[config.mk]
export PLATFORM = sky130hd
export DESIGN_NAME = stopwatch_datapath
export DESIGN_NICKNAME = d
export VERILOG_FILES = /design/src/rtl/stopwatch_datapath.sv
export SDC_FILE = /design/constraint.sdc
export NUM_CORES = 1
export LEC_CHECK = 0
export ABC_AREA = 1
export BUFFER_PORTS_ARGS = -buffer_cell sky130_fd_sc_hd__clkbuf_2
export CAP_MARGIN = 20
export CORE_MARGIN = 2
export CORE_UTILIZATION = 53
export DETAILED_ROUTE_END_ITERATION = 8
export GPL_TIMING_DRIVEN = 0
export PLACE_DENSITY = 0.76
export SYNTH_ARGS = -nofsm -noshare
export SYNTH_HDL_FRONTEND = slang
export SYNTH_SLANG_ARGS = --single-unit
[constraint.sdc]
create_clock -name clk -period 1.61 [get_ports clk]
set_clock_uncertainty 0.1 [all_clocks]
set_input_delay 0.2415 -clock clk [delete_from_list [all_inputs] [get_ports clk]]
set_output_delay 0.2415 -clock clk [all_outputs]
set_load 0.02 [all_outputs]
[src/rtl/stopwatch_datapath.sv]
// Stopwatch time base: run/stop/clear FSM, tick divider and cascaded
// msec/sec/min/hour counters feeding the digit splitters.
module stopwatch_datapath #(
  parameter int CLK_FREQ = 100_000_000,
  parameter int TICK_HZ  = 100
) (
  input  logic       clk,
  input  logic       reset,
  input  logic       btn_runstop,
  input  logic       btn_clear,
  output logic [6:0] o_msec,
  output logic [5:0] o_sec,
  output logic [5:0] o_min,
  output logic [4:0] o_hour,
  output logic       o_running,
  output logic [1:0] o_state
);

  localparam int TICK_DIV = CLK_FREQ / TICK_HZ;
  localparam int DIV_W    = (TICK_DIV > 1) ? $clog2(TICK_DIV) : 1;
  localparam logic [DIV_W-1:0] DIV_LAST = DIV_W'(TICK_DIV - 1);

  typedef enum logic [1:0] {
    ST_STOP  = 2'd0,
    ST_RUN   = 2'd1,
    ST_CLEAR = 2'd2
  } state_t;

  state_t           r_state;
  logic             r_running;
  logic             r_rs_q;
  logic             r_clr_q;
  logic [DIV_W-1:0] r_div;
  logic [6:0]       r_msec;
  logic [5:0]       r_sec;
  logic [5:0]       r_min;
  logic [4:0]       r_hour;

  logic w_rs_evt;
  logic w_clr_evt;
  logic w_tick;

  // One event per rising edge: the current level against last cycle's level.
  assign w_rs_evt  = btn_runstop & ~r_rs_q;
  assign w_clr_evt = btn_clear & ~r_clr_q;
  assign w_tick    = (r_state == ST_RUN) && (r_div == DIV_LAST);

  always_ff @(posedge clk or posedge reset) begin
    if (reset) begin
      r_rs_q  <= 1'b0;
      r_clr_q <= 1'b0;
    end else begin
      r_rs_q  <= btn_runstop;
      r_clr_q <= btn_clear;
    end
  end

  always_ff @(posedge clk or posedge reset) begin
    if (reset) begin
      r_state   <= ST_STOP;
      r_running <= 1'b0;
    end else begin
      case (r_state)
        ST_STOP: begin
          if (w_clr_evt) begin
            r_state   <= ST_CLEAR;
            r_running <= 1'b0;
          end else if (w_rs_evt) begin
            r_state   <= ST_RUN;
            r_running <= 1'b1;
          end
        end
        ST_RUN: begin
          if (w_rs_evt) begin
            r_state   <= ST_STOP;
            r_running <= 1'b0;
          end
        end
        default: begin
          r_state   <= ST_STOP;
          r_running <= 1'b0;
        end
      endcase
    end
  end

  // The divider holds in STOP so a resumed run keeps its sub-tick phase.
  always_ff @(posedge clk or posedge reset) begin
    if (reset) begin
      r_div <= '0;
    end else if (r_state == ST_CLEAR) begin
      r_div <= '0;
    end else if (r_state == ST_RUN) begin
      r_div <= w_tick ? '0 : r_div + DIV_W'(1);
    end
  end

  always_ff @(posedge clk or posedge reset) begin
    if (reset) begin
      r_msec <= 7'd0;
      r_sec  <= 6'd0;
      r_min  <= 6'd0;
      r_hour <= 5'd0;
    end else if (r_state == ST_CLEAR) begin
      r_msec <= 7'd0;
      r_sec  <= 6'd0;
      r_min  <= 6'd0;
      r_hour <= 5'd0;
    end else if (w_tick) begin
      if (r_msec == 7'd99) begin
        r_msec <= 7'd0;
        if (r_sec == 6'd59) begin
          r_sec <= 6'd0;
          if (r_min == 6'd59) begin
            r_min  <= 6'd0;
            r_hour <= (r_hour == 5'd23) ? 5'd0 : r_hour + 5'd1;
          end else begin
            r_min <= r_min + 6'd1;
          end
        end else begin
          r_sec <= r_sec + 6'd1;
        end
      end else begin
        r_msec <= r_msec + 7'd1;
      end
    end
  end

  assign o_msec    = r_msec;
  assign o_sec     = r_sec;
  assign o_min     = r_min;
  assign o_hour    = r_hour;
  assign o_running = r_running;
  assign o_state   = r_state;

endmodule

## Yosys cells after proc, flatten, opt, wreduce, memory -nomap -nowiden

Cells that the tools add are included.

| storage, ports and cells | value |
|---|---|
| bits in registers | 49 |
| input bits | 4 |
| word-level logic and storage cells | 67 |

| cells by class | value |
|---|---|
| reductions and logical operators | 11 |
| $add $sub $neg | 5 |
| muxes and demuxes | 29 |
| bitwise logic cells | 4 |
| equal/unequal tests | 9 |

Operators by type and width:

| kind | number |
|---|---|
| $mux 20 | 3 |
| $mux 6 | 9 |
| $mux 5 | 6 |
| $mux 7 | 3 |
| $add 20x1->20 const B | 1 |
| $eq 20x20->1 const B | 1 |
| $add 6x1->6 const B | 2 |
| $eq 6x6->1 const B | 2 |
| $reduce_bool 2->1 | 5 |
| $add 7x1->7 const B | 1 |
| $eq 7x7->1 const B | 1 |
| $mux 2 | 3 |
| $add 5x1->5 const B | 1 |
| $eq 5x5->1 const B | 1 |
| $pmux 2 s2 | 1 |
| $reduce_and 2->1 | 2 |
| $reduce_and 4->1 | 1 |
| $mux 1 | 3 |
| $ne 3x3->1 const B | 1 |
| $reduce_and 3->1 | 1 |
| $and 1x1->1 | 2 |
| $eq 2x1->1 const B | 1 |
| $eq 2x2->1 const B | 1 |
| $logic_not 2->1 | 1 |
| 4 further kinds | 5 |

## Depth between registers and ports, before layout

Gate-level depths: netlist of the first run.

| logic depth | value |
|---|---|
| depth in word-level cells | 7 |
| gate-level depth with buffers | 10 |

## Least setup slack after synthesis of the first run

OpenSTA, ideal clock, no wires.

| timing path | value |
|---|---|
| path kind | register to register |
| from | register, netlist name o_running |
| to | register r_div[17] |
| path slack | -278 ps |
| stages on the path, launching flop included | 10 |
| arrival time | 1,671 ps |
| cells stage by stage | dfrtp_1 inv_1 ha_1 nand2_2 nor2_4 nand2_4 nor2_8 nand3b_2 nor2_1 nor2_1 |

RTL lines:

| what | line | text |
|---|---|---|
| end signal, assigned | 94 | `r_div <= w_tick ? '0 : r_div + DIV_W'(1);` |
| end, declared | 33 | `logic [DIV_W-1:0] r_div;` |

## Worst setup path after layout of the first run

| timing path | value |
|---|---|
| from | register r_state[1] (netlist: o_state[1]) |
| to | register r_min[0] (netlist: o_min[0]) |

| on the way | value |
|---|---|
| cells in the longest elaborated chain, start to end | 4 |
| elaborated cells between the ends (all ways) | 8 |
| those cells by class | eq/ne: 2; mux: 1; reduce/logical: 5 |

Ends and longest elaborated chain:

| what | line | text |
|---|---|---|
| start, declared | 29 | `state_t r_state;` |
| start signal, assigned | 60 | `r_state <= ST_STOP;` |
| start signal, assigned | 66 | `r_state <= ST_CLEAR;` |
| start signal, assigned | 69 | `r_state <= ST_RUN;` |
| $eq 2x1->1 | 46 | `assign w_tick = (r_state == ST_RUN) && (r_div == DIV_LAST);` |
| $logic_and 1x1->1 | 46 |  |
| $reduce_bool 2->1 (no line) | -- |  |
| $reduce_and 3->1 (no line) | -- |  |
| end signal, assigned | 118 | `r_min <= r_min + 6'd1;` |
| end, declared | 36 | `logic [5:0] r_min;` |

Parallel ways exist; a longest one is shown, timed or not.
A chain may end at the register's enable or synchronous reset.

==> results of run 1 <==
==> cells by family (layout without fill, tap and decap cells) <==
family / Yosys count / in the layout / synth area share
xor gates and xnor gates: 18 / 18 / 0.05676
AOI/OAI and AO/OA: 26 / 26 / 0.05856
buffers and inverters: 46 / 110 / 0.06847
adders and majority gates: 8 / 8 / 0.03604
and+or+nand+nor: 212 / 212 / 0.3477
DFF: 48 / 48 / 0.4324
==> registers in the layout (all words and copies together) (netlist names) <==
name	flops
r_div	20
o_msec	7
o_min	6
o_sec	6
o_hour	5
o_running	1
o_state	1
r_clr_q	1
r_rs_q	1
==> routing by layer <==
layer / GRT usage / wire length (um)
met5: 0 / 0
met4: 0.08364 / 93
met3: 0.03791 / 206
met2: 0.4124 / 3350
met1: 0.2758 / 2630
==> cells in the final DEF (no fill, tap or decap), types with 4 or more instances in the layout <==
cell type and n:
nand2_1 80, nor2_1 40, dfrtp_1 39, inv_1 32
clkbuf_2 30, nand3_1 23, buf_4 17, nor2_2 14
nand4_1 12, xor2_1 11, nand2_2 11, o21ai_1 10
dfrtp_2 9, nand2_4 8, buf_6 7, o21ai_2 7
nor2_4 6, inv_2 5, xnor2_1 5, or2_2 5
clkbuf_8 5, nor3_1 4
==> per-stage QoR <==
step	std cells	hold slack, ps	total power [mW]
after floorplan	358	172.9	2.578
after global placement	458	265.3	2.882
after detailed placement	459	111.1	2.924
after CTS	489	344.0	3.997
after global routing	492	353.4	4.425
final	492	318.1	4.137
==> worst max-delay path, stage by stage, from the launching register on <==
cell,delay (ps)
dfrtp_2,440
buf_4,140
ha_2,200
nor2_2,220
inv_1,110
or2_2,290
o21ai_2,150
==> final cells by class <==
cell class | instances | area [sq um]
inverter | 39 | 153.9
sequential | 48 | 1212
buffer | 7 | 76.32
timing repair buffer | 56 | 407.9
clock buffer | 7 | 76.32
fill | 399 | 1453
tap | 70 | 87.58
multi-input combinational | 264 | 1603
clock inverter | 1 | 5.005
==> power by group <==
group | total, mW | switching (mW) | leakage [nW] | internal, mW
Sequential | 1.57 | 0.188 | 0.640 | 1.38
Clock | 0.714 | 0.408 | 0.0422 | 0.306
Combinational | 1.85 | 1.05 | 1.08 | 0.804
Total | 4.14 | 1.65 | 1.77 | 2.49
==> repair_timing <==
action,in CTS,in global routing
resized for setup,44,33
buffers inserted,17,2
endpoints found under the hold margin,16,0
cloned,2,1
hold buffers,3,0
setup endpoints to repair,44,44
pin swaps,10,12
==> final timing paths <==
kind	startpoint	to	slack, ps	depth (start not counted)
hold reg to reg	o_min[1]	o_min[1]	440	2
max in group asynchronous	reset	o_msec[0]	560	4
setup reg to reg	o_state[1]	o_min[0]	-120	6
min in group clk	o_min[1]	o_min[1]	440	2
hold / removal	reset	r_clr_q	320	3
setup / recovery	o_state[1]	o_min[0]	-120	6
==> reports/qor.yml, run 1 <==
routedWlPerCell_um: 12.76
ios: 31
grt_max_degree: 35
cts_sinks: 48
die_area_sq_um: 5836
setup_tns_ps: -2309
vias: 2509
synthTopCellsByArea: "dfrtp_1 (43%), nand2_1 (13%), nor2_1 (7.8%)"
syn_nets: 370
hold_viol_final: 0
synth_edf_count: 0
ys.flop_type: "dfrtp_1"
peakVddDrop_mv: 0.5898
async_flop_share: 1.000
synth_top_area_cell: "dfrtp_1"
finish.utilization: 0.7138
dp_hpwl_um: 3998
leakage_nw: 1.766
clkLatencyLatePin_ps: 310
cp-end-kind: "flop"
clk_transition_reported_paths_ps: 90
post_drt_via_cell_ratio: 5.100
die_width_um: 76.40
groute.usage.overall: 0.2293
fmax_ghz: 0.5791
die_y_um: 76.40
detail-route-antenna-nets: 0
portBuffers: 30
yosys_warnings: 0
drt-total-wl_um: 6280
synth_most_common_cell: "nand2_1"
cts_buffer_depth: 2
violations: "setup timing"
power_density_nw_per_um2: 1142
outcome: "finished, violations left"
post-route-period-util: 1.072
ys_types: 30
grt-ovfl-total: 0
grt_pass1_wl_um: 10900
cts_root_buf: "clkbuf_8"
synthToLayoutAreaGrowth_pct: 30.41
htree_levels: 2
final_area_sq_um: 3622
syn_inst: 358
worstMarginPinSlew_ps: 345.9
dp_slack_ps: -310.2
ys_ff_latch: 48
worst-path-max-fanout: 5
rows: 26
max_cap_viol_count: 0
cts_buffers: 5
layout-drive-gt1-share: 0.3531
antenna_found_initial: 0
gp_congestion: 0.8066
final_max_slew_viol_count: 0
synth_area_per_cell_sq_um: 7.759
nNetsFinal: 433
synth_area_sq_um: 2778
synth-seq-area-share: 0.4324
cp.arrival_ps: 1870
grt_pass1_vias: 2462
hold_class: "in2async"
critPathLaunchType: "flop"
cp.required_ps: 1750
initial_core_util: 0.5473
cts_tree: "done"
placed_area_sq_um: 3098
diodes: 0
synthTopCellsByCount: "nand2_1 (94), nor2_1 (58), dfrtp_1 (48), inv_1 (39), nand3_1 (25)"
coreArea_sq_um: 5075
setup_viol: 42
synth_top_area_frac: 0.4324
path_class: "reg2reg"
first_iter_violations: 155
worst_slack_ps: -116.7
maxSlewHeadroom: 0.7690
drc_errors: 0
min_period_ps: 1727
first_pass_iters: 4
rsz0062_at_grt: "true"
(Power assumes the default switching activity.)
==> run 2: changes to the inputs <==
--- a/config.mk
+++ b/config.mk
@@ -9,10 +9,11 @@
 export BUFFER_PORTS_ARGS = -buffer_cell sky130_fd_sc_hd__clkbuf_2
 export CAP_MARGIN = 20
 export CORE_MARGIN = 2
-export CORE_UTILIZATION = 53
+export CORE_UTILIZATION = 55
+export CTS_BUF_LIST = sky130_fd_sc_hd__clkbuf_2 sky130_fd_sc_hd__clkbuf_4 sky130_fd_sc_hd__clkbuf_8
 export DETAILED_ROUTE_END_ITERATION = 8
 export GPL_TIMING_DRIVEN = 0
-export PLACE_DENSITY = 0.76
+export PLACE_DENSITY = 0.79
 export SYNTH_ARGS = -nofsm -noshare
 export SYNTH_HDL_FRONTEND = slang
 export SYNTH_SLANG_ARGS = --single-unit
==> reports/qor.yml, run 2 (synthesis gave the netlist of run 1 again) <==
outcome: "finished, violations left"
violations: "setup timing"
worst-path-max-fanout: 8
diodes: 0
cp-end-kind: "flop"
power_mw: 4.464
layout_common_cells: "nand2_1 (77), nor2_1 (41), dfrtp_1 (40)"
crit_family: "simple AND/OR/NAND/NOR gates"
cp_slowest_stage_delay_ps: 400
first_pass_iters: 4
hold_class: "in2async"
crit_path_cell_trace: "inv_2 -> ha_4 -> nand2_4 -> nor2_4 -> nand2_4 -> nor2_8 -> nand3b_4 -> nor2_1 -> nor2_2"
swShare: 0.3905
worst_slack_ps: -134.9
grt_pass1_vias: 2476
setup_viol: 34
cts_sinks: 48
routedWlPerCell_um: 13.83
first_iter_violations: 144
portBuffers: 30
dpl.cell_count: 456
layout-drive-gt1-share: 0.3788
pwr-share-comb: 0.447
die_y_um: 75.07
final_common_cell: "nand2_1"
register_area_sq_um: 1211
detail-route-antenna-nets: 0
gp_congestion: 0.8518
fmax_ghz: 0.5731
dp_hpwl_um: 4101
max_cap_viol_count: 0
ios: 31
hold_viol_final: 0
fill_cells: 335
final_area_sq_um: 3762
coreArea_sq_um: 4786
switching_power_mw: 1.743
antenna_found_initial: 0
peakVddDrop_mv: 0.7620
top_register: "r_div"
post-route-period-util: 1.084
power.internal_mw: 2.721
cts_buffers: 5
clock_power_share: 0.198
die_width_um: 75.07
grt_pass1_wl_um: 10830
cp.arrival_ps: 1850
grt_max_degree: 36
cp.required_ps: 1710
drt-total-wl_um: 6802
vias: 2545
final_max_slew_viol_count: 0
critPathLaunchType: "flop"
power_density_nw_per_um2: 1187
path_class: "reg2reg"
path_depth: 9
largest_register_ffs: 20
cpMostUsedCell: "nand2_4"
rsz0062_at_grt: "true"
reg2regPathDepth: 9
post_drt_via_cell_ratio: 5.173
initial_core_util: 0.5804
p_seq_frac: 0.355
min_period_ps: 1745
multi_input_area_sq_um: 1680
cpMaxStageDelayCell: "dfrtp_2"
cp_num_buf_inv: 1
grt-ovfl-total: 0
finish.utilization: 0.7861
drc_errors: 0
placed_area_sq_um: 3094
cts_buffer_depth: 2
maxSlewHeadroom: 0.7655
dp_slack_ps: -276.0
rows: 25
die_area_sq_um: 5635
clkLatencyLatePin_ps: 310
stdcell_count: 492
clk_transition_reported_paths_ps: 90
nNetsFinal: 436
htree_levels: 2
synthToLayoutAreaGrowth_pct: 35.45
cts_root_buf: "clkbuf_8"
cts_tree: "done"
leakage_nw: 1.829
groute.usage.overall: 0.2506
worstMarginPinSlew_ps: 351.4
==> run 2: cell count changes in the layout (fill, tap and decap cells not counted), moves of 2 or more <==
| cell | previous run | this run |
|---|---|---|
| nor2_2 | 14 | 12 |
| nand2_1 | 80 | 77 |
| nand3_1 | 23 | 19 |
| nand3_2 | 3 | 7 |
| buf_6 | 7 | 11 |
| clkbuf_1 | 2 | 0 |
| nand2_4 | 8 | 11 |
==> run 2: tightest hold or removal path: stages <==
cell	delay, ps
dlygate4sd3_1	540
clkbuf_2	110
inv_2	260
==> run 2: metrics by stage <==
step	hold WS (ps)	TNS (ps)
finish	336.8	-1377
global route	379.4	-5146
CTS	332.0	-3372
detailed placement	104.5	-7981
global placement	265.2	-32730
floorplan	172.9	-367.4
==> run 2: metal layers <==
layer | global-route usage | vias to the layer above | share of wire
met5 | 0 | - | 0
met4 | 0.08730 | 0 | 0.021
met3 | 0.04016 | 16 | 0.030
met2 | 0.4493 | 45 | 0.54
met1 | 0.3044 | 1219 | 0.41
li1 | - | 1265 | -
==> run 2: final cells by class <==
type | count | share of cell area
Sequential cell | 48 | 0.3219
Buffer | 7 | 0.02095
Inverter | 39 | 0.04157
Clock buffer | 5 | 0.01829
Timing Repair Buffer | 59 | 0.1171
Clock inverter | 3 | 0.01131
Multi-Input combinational cell | 264 | 0.4466
Tap cell | 67 | 0.02228
==> run 2: timing repair <==
action	CTS	global route
cloned	2	0
endpoints found under the setup margin	44	44
buffers inserted	15	8
hold endpoints to repair	15	0
pin swaps	20	17
gates resized for setup	46	48
hold buffers	3	0
==> run 2: power groups by stage <==
stage	combinational (mW)	clock, mW	sequential (mW)
floorplan	0.869	0	1.71
global placement	1.28	0	1.60
detailed placement	1.32	0	1.61
CTS	1.67	0.893	1.58
global route	2.20	0.962	1.61
finish	1.99	0.883	1.59
==> run 2: final timing paths <==
check | end | slack [ps] | startpoint
hold reg to reg | o_msec[1] | 450 | o_msec[1]
setup / recovery | r_div[17] | -130 | o_running
max in group asynchronous | o_state[1] | 570 | reset
min in group clk | o_msec[1] | 450 | o_msec[1]
setup reg to reg | r_div[17] | -130 | o_running
hold / removal | r_div[17] | 340 | reset
==> run 3: changes to the inputs <==
==> constraint.sdc (replaced) <==
create_clock -name clk -period 1.61 [get_ports clk]
set_clock_uncertainty 0.1 [all_clocks]
set_input_delay 0.161 -clock clk [delete_from_list [all_inputs] [get_ports clk]]
set_output_delay 0.161 -clock clk [all_outputs]
set_load 0.02 [all_outputs]
==> reports/qor.yml, run 3 (synthesis gave the netlist of run 1 again) <==
layout_common_cells: "nand2_1 (77), nor2_1 (41), dfrtp_1 (40)"
cp-end-kind: "flop"
power.internal_mw: 2.710
rows: 25
gp_congestion: 0.8518
grt_pass1_wl_um: 10830
setup_tns_ps: -1335
die_y_um: 75.07
initial_core_util: 0.5804
die_area_sq_um: 5635
pwr-share-comb: 0.445
leakage_nw: 1.827
top_register: "r_div"
hold_viol_final: 0
peakVddDrop_mv: 0.7422
setup_viol: 34
reg2regPathDepth: 9
synthToLayoutAreaGrowth_pct: 35.23
clkLatencyLatePin_ps: 310
layout-drive-gt1-share: 0.3788
post_drt_via_cell_ratio: 5.183
placed_area_sq_um: 3094
cts_tree: "done"
first_iter_violations: 160
drc_errors: 0
cts_buffer_depth: 2
vias: 2550
cp.required_ps: 1710
final_max_slew_viol_count: 0
cts_sinks: 48
p_seq_frac: 0.356
htree_levels: 2
diodes: 0
clock_power_share: 0.199
grt-ovfl-total: 0
dpl.cell_count: 456
fmax_ghz: 0.5749
dp_hpwl_um: 4101
path_class: "reg2reg"
setup.worst_path.start: "o_running"
worstMarginPinSlew_ps: 354.2
hold_class: "in2async"
rsz0062_at_grt: "true"
antenna_found_initial: 0
nNetsFinal: 436
cts_root_buf: "clkbuf_8"
min_period_ps: 1739
detail-route-antenna-nets: 0
fill_cells: 338
cp.arrival_ps: 1840
final_area_sq_um: 3756
power_density_nw_per_um2: 1185
outcome: "finished, violations left"
dp_slack_ps: -276.0
clk_transition_reported_paths_ps: 90
drt-total-wl_um: 6747
maxSlewHeadroom: 0.7636
stdcell_count: 492
endpoint: "r_div[17]"
r2r-end: "r_div[17]"
switching_power_mw: 1.743
r2r-start: "o_running"
grt_pass1_vias: 2476
routedWlPerCell_um: 13.71
largest_register_ffs: 20
final_common_cell: "nand2_1"
cts_buffers: 5
die_width_um: 75.07
swShare: 0.3914
portBuffers: 30
critPathLaunchType: "flop"
max_cap_viol_count: 0
worst-path-max-fanout: 8
coreArea_sq_um: 4786
grt_max_degree: 36
ios: 31
post-route-period-util: 1.080
violations: "setup timing"
first_pass_iters: 4
r2r_setup_slack_ps: -130
worst_slack_ps: -129.3
groute.usage.overall: 0.2506
==> run 3: how the worst min path moves through the flow <==
stage	slack (ps)	to	cells after the start
final	240	r_div[15]	3
after global routing	280	r_rs_q	3
after CTS	250	r_rs_q	3
after detailed placement	20	r_rs_q	2
after global placement	180	r_rs_q	1
after floorplan	90	r_clr_q	0
==> run 3: power groups by stage <==
stage	clock, mW	combinational, mW	sequential [mW]
6_report	0.886	1.98	1.59
5_1_grt	0.964	2.18	1.61
4_1_cts	0.893	1.67	1.58
3_5_place_dp	0	1.32	1.61
3_3_place_gp	0	1.28	1.60
2_1_floorplan	0	0.869	1.71
==> run 3: cell type report <==
class                   count  area (sq um)  share of cell area
clock inverters             3         42.54             0.01133
well taps                  67         83.83             0.02232
inverters                  39         156.4             0.04164
multi-input cells         264          1680              0.4474
flip-flops and latches     48          1211              0.3225
plain buffers               7         78.83             0.02099
repair buffers             59         434.2              0.1156
clock buffers               5         68.82             0.01832
==> run 3: timing repair <==
| item | 4_1_cts | 5_1_grt |
|---|---|---|
| resized for setup | 46 | 46 |
| setup buffers | 15 | 8 |
| endpoints found under the hold margin | 15 | 0 |
| gates cloned | 2 | 0 |
| pin swaps | 20 | 17 |
| hold buffers | 3 | 0 |
| endpoints found under the setup margin | 44 | 44 |
==> run 3: metal layers <==
layer  vias up  track usage  routed length [um]
met2        71       0.4493                3634
met5         -            0                   0
met4         0      0.08730                 133
met1      1196       0.3044                2716
li1       1268            -                   -
met3        15      0.04016                 263
==> run 3: stage by stage <==
stage | hold slack [ps] | power [mW] | util
2_1_floorplan | 92.43 | 2.578 | -
3_3_place_gp | 184.7 | 2.880 | 0.6424
3_5_place_dp | 23.98 | 2.933 | 0.6465
4_1_cts | 251.5 | 4.147 | 0.7362
5_1_grt | 278.0 | 4.756 | 0.7848
6_report | 241.6 | 4.453 | 0.7848
==> run 3: critical path, cell delays in order, from the launching register on <==
cell	delay (ps)
dfrtp_2	400
inv_2	60
ha_4	320
nand2_4	60
nor2_4	110
nand2_4	90
nor2_8	190
nand3b_4	100
nor2_1	150
nor2_2	50
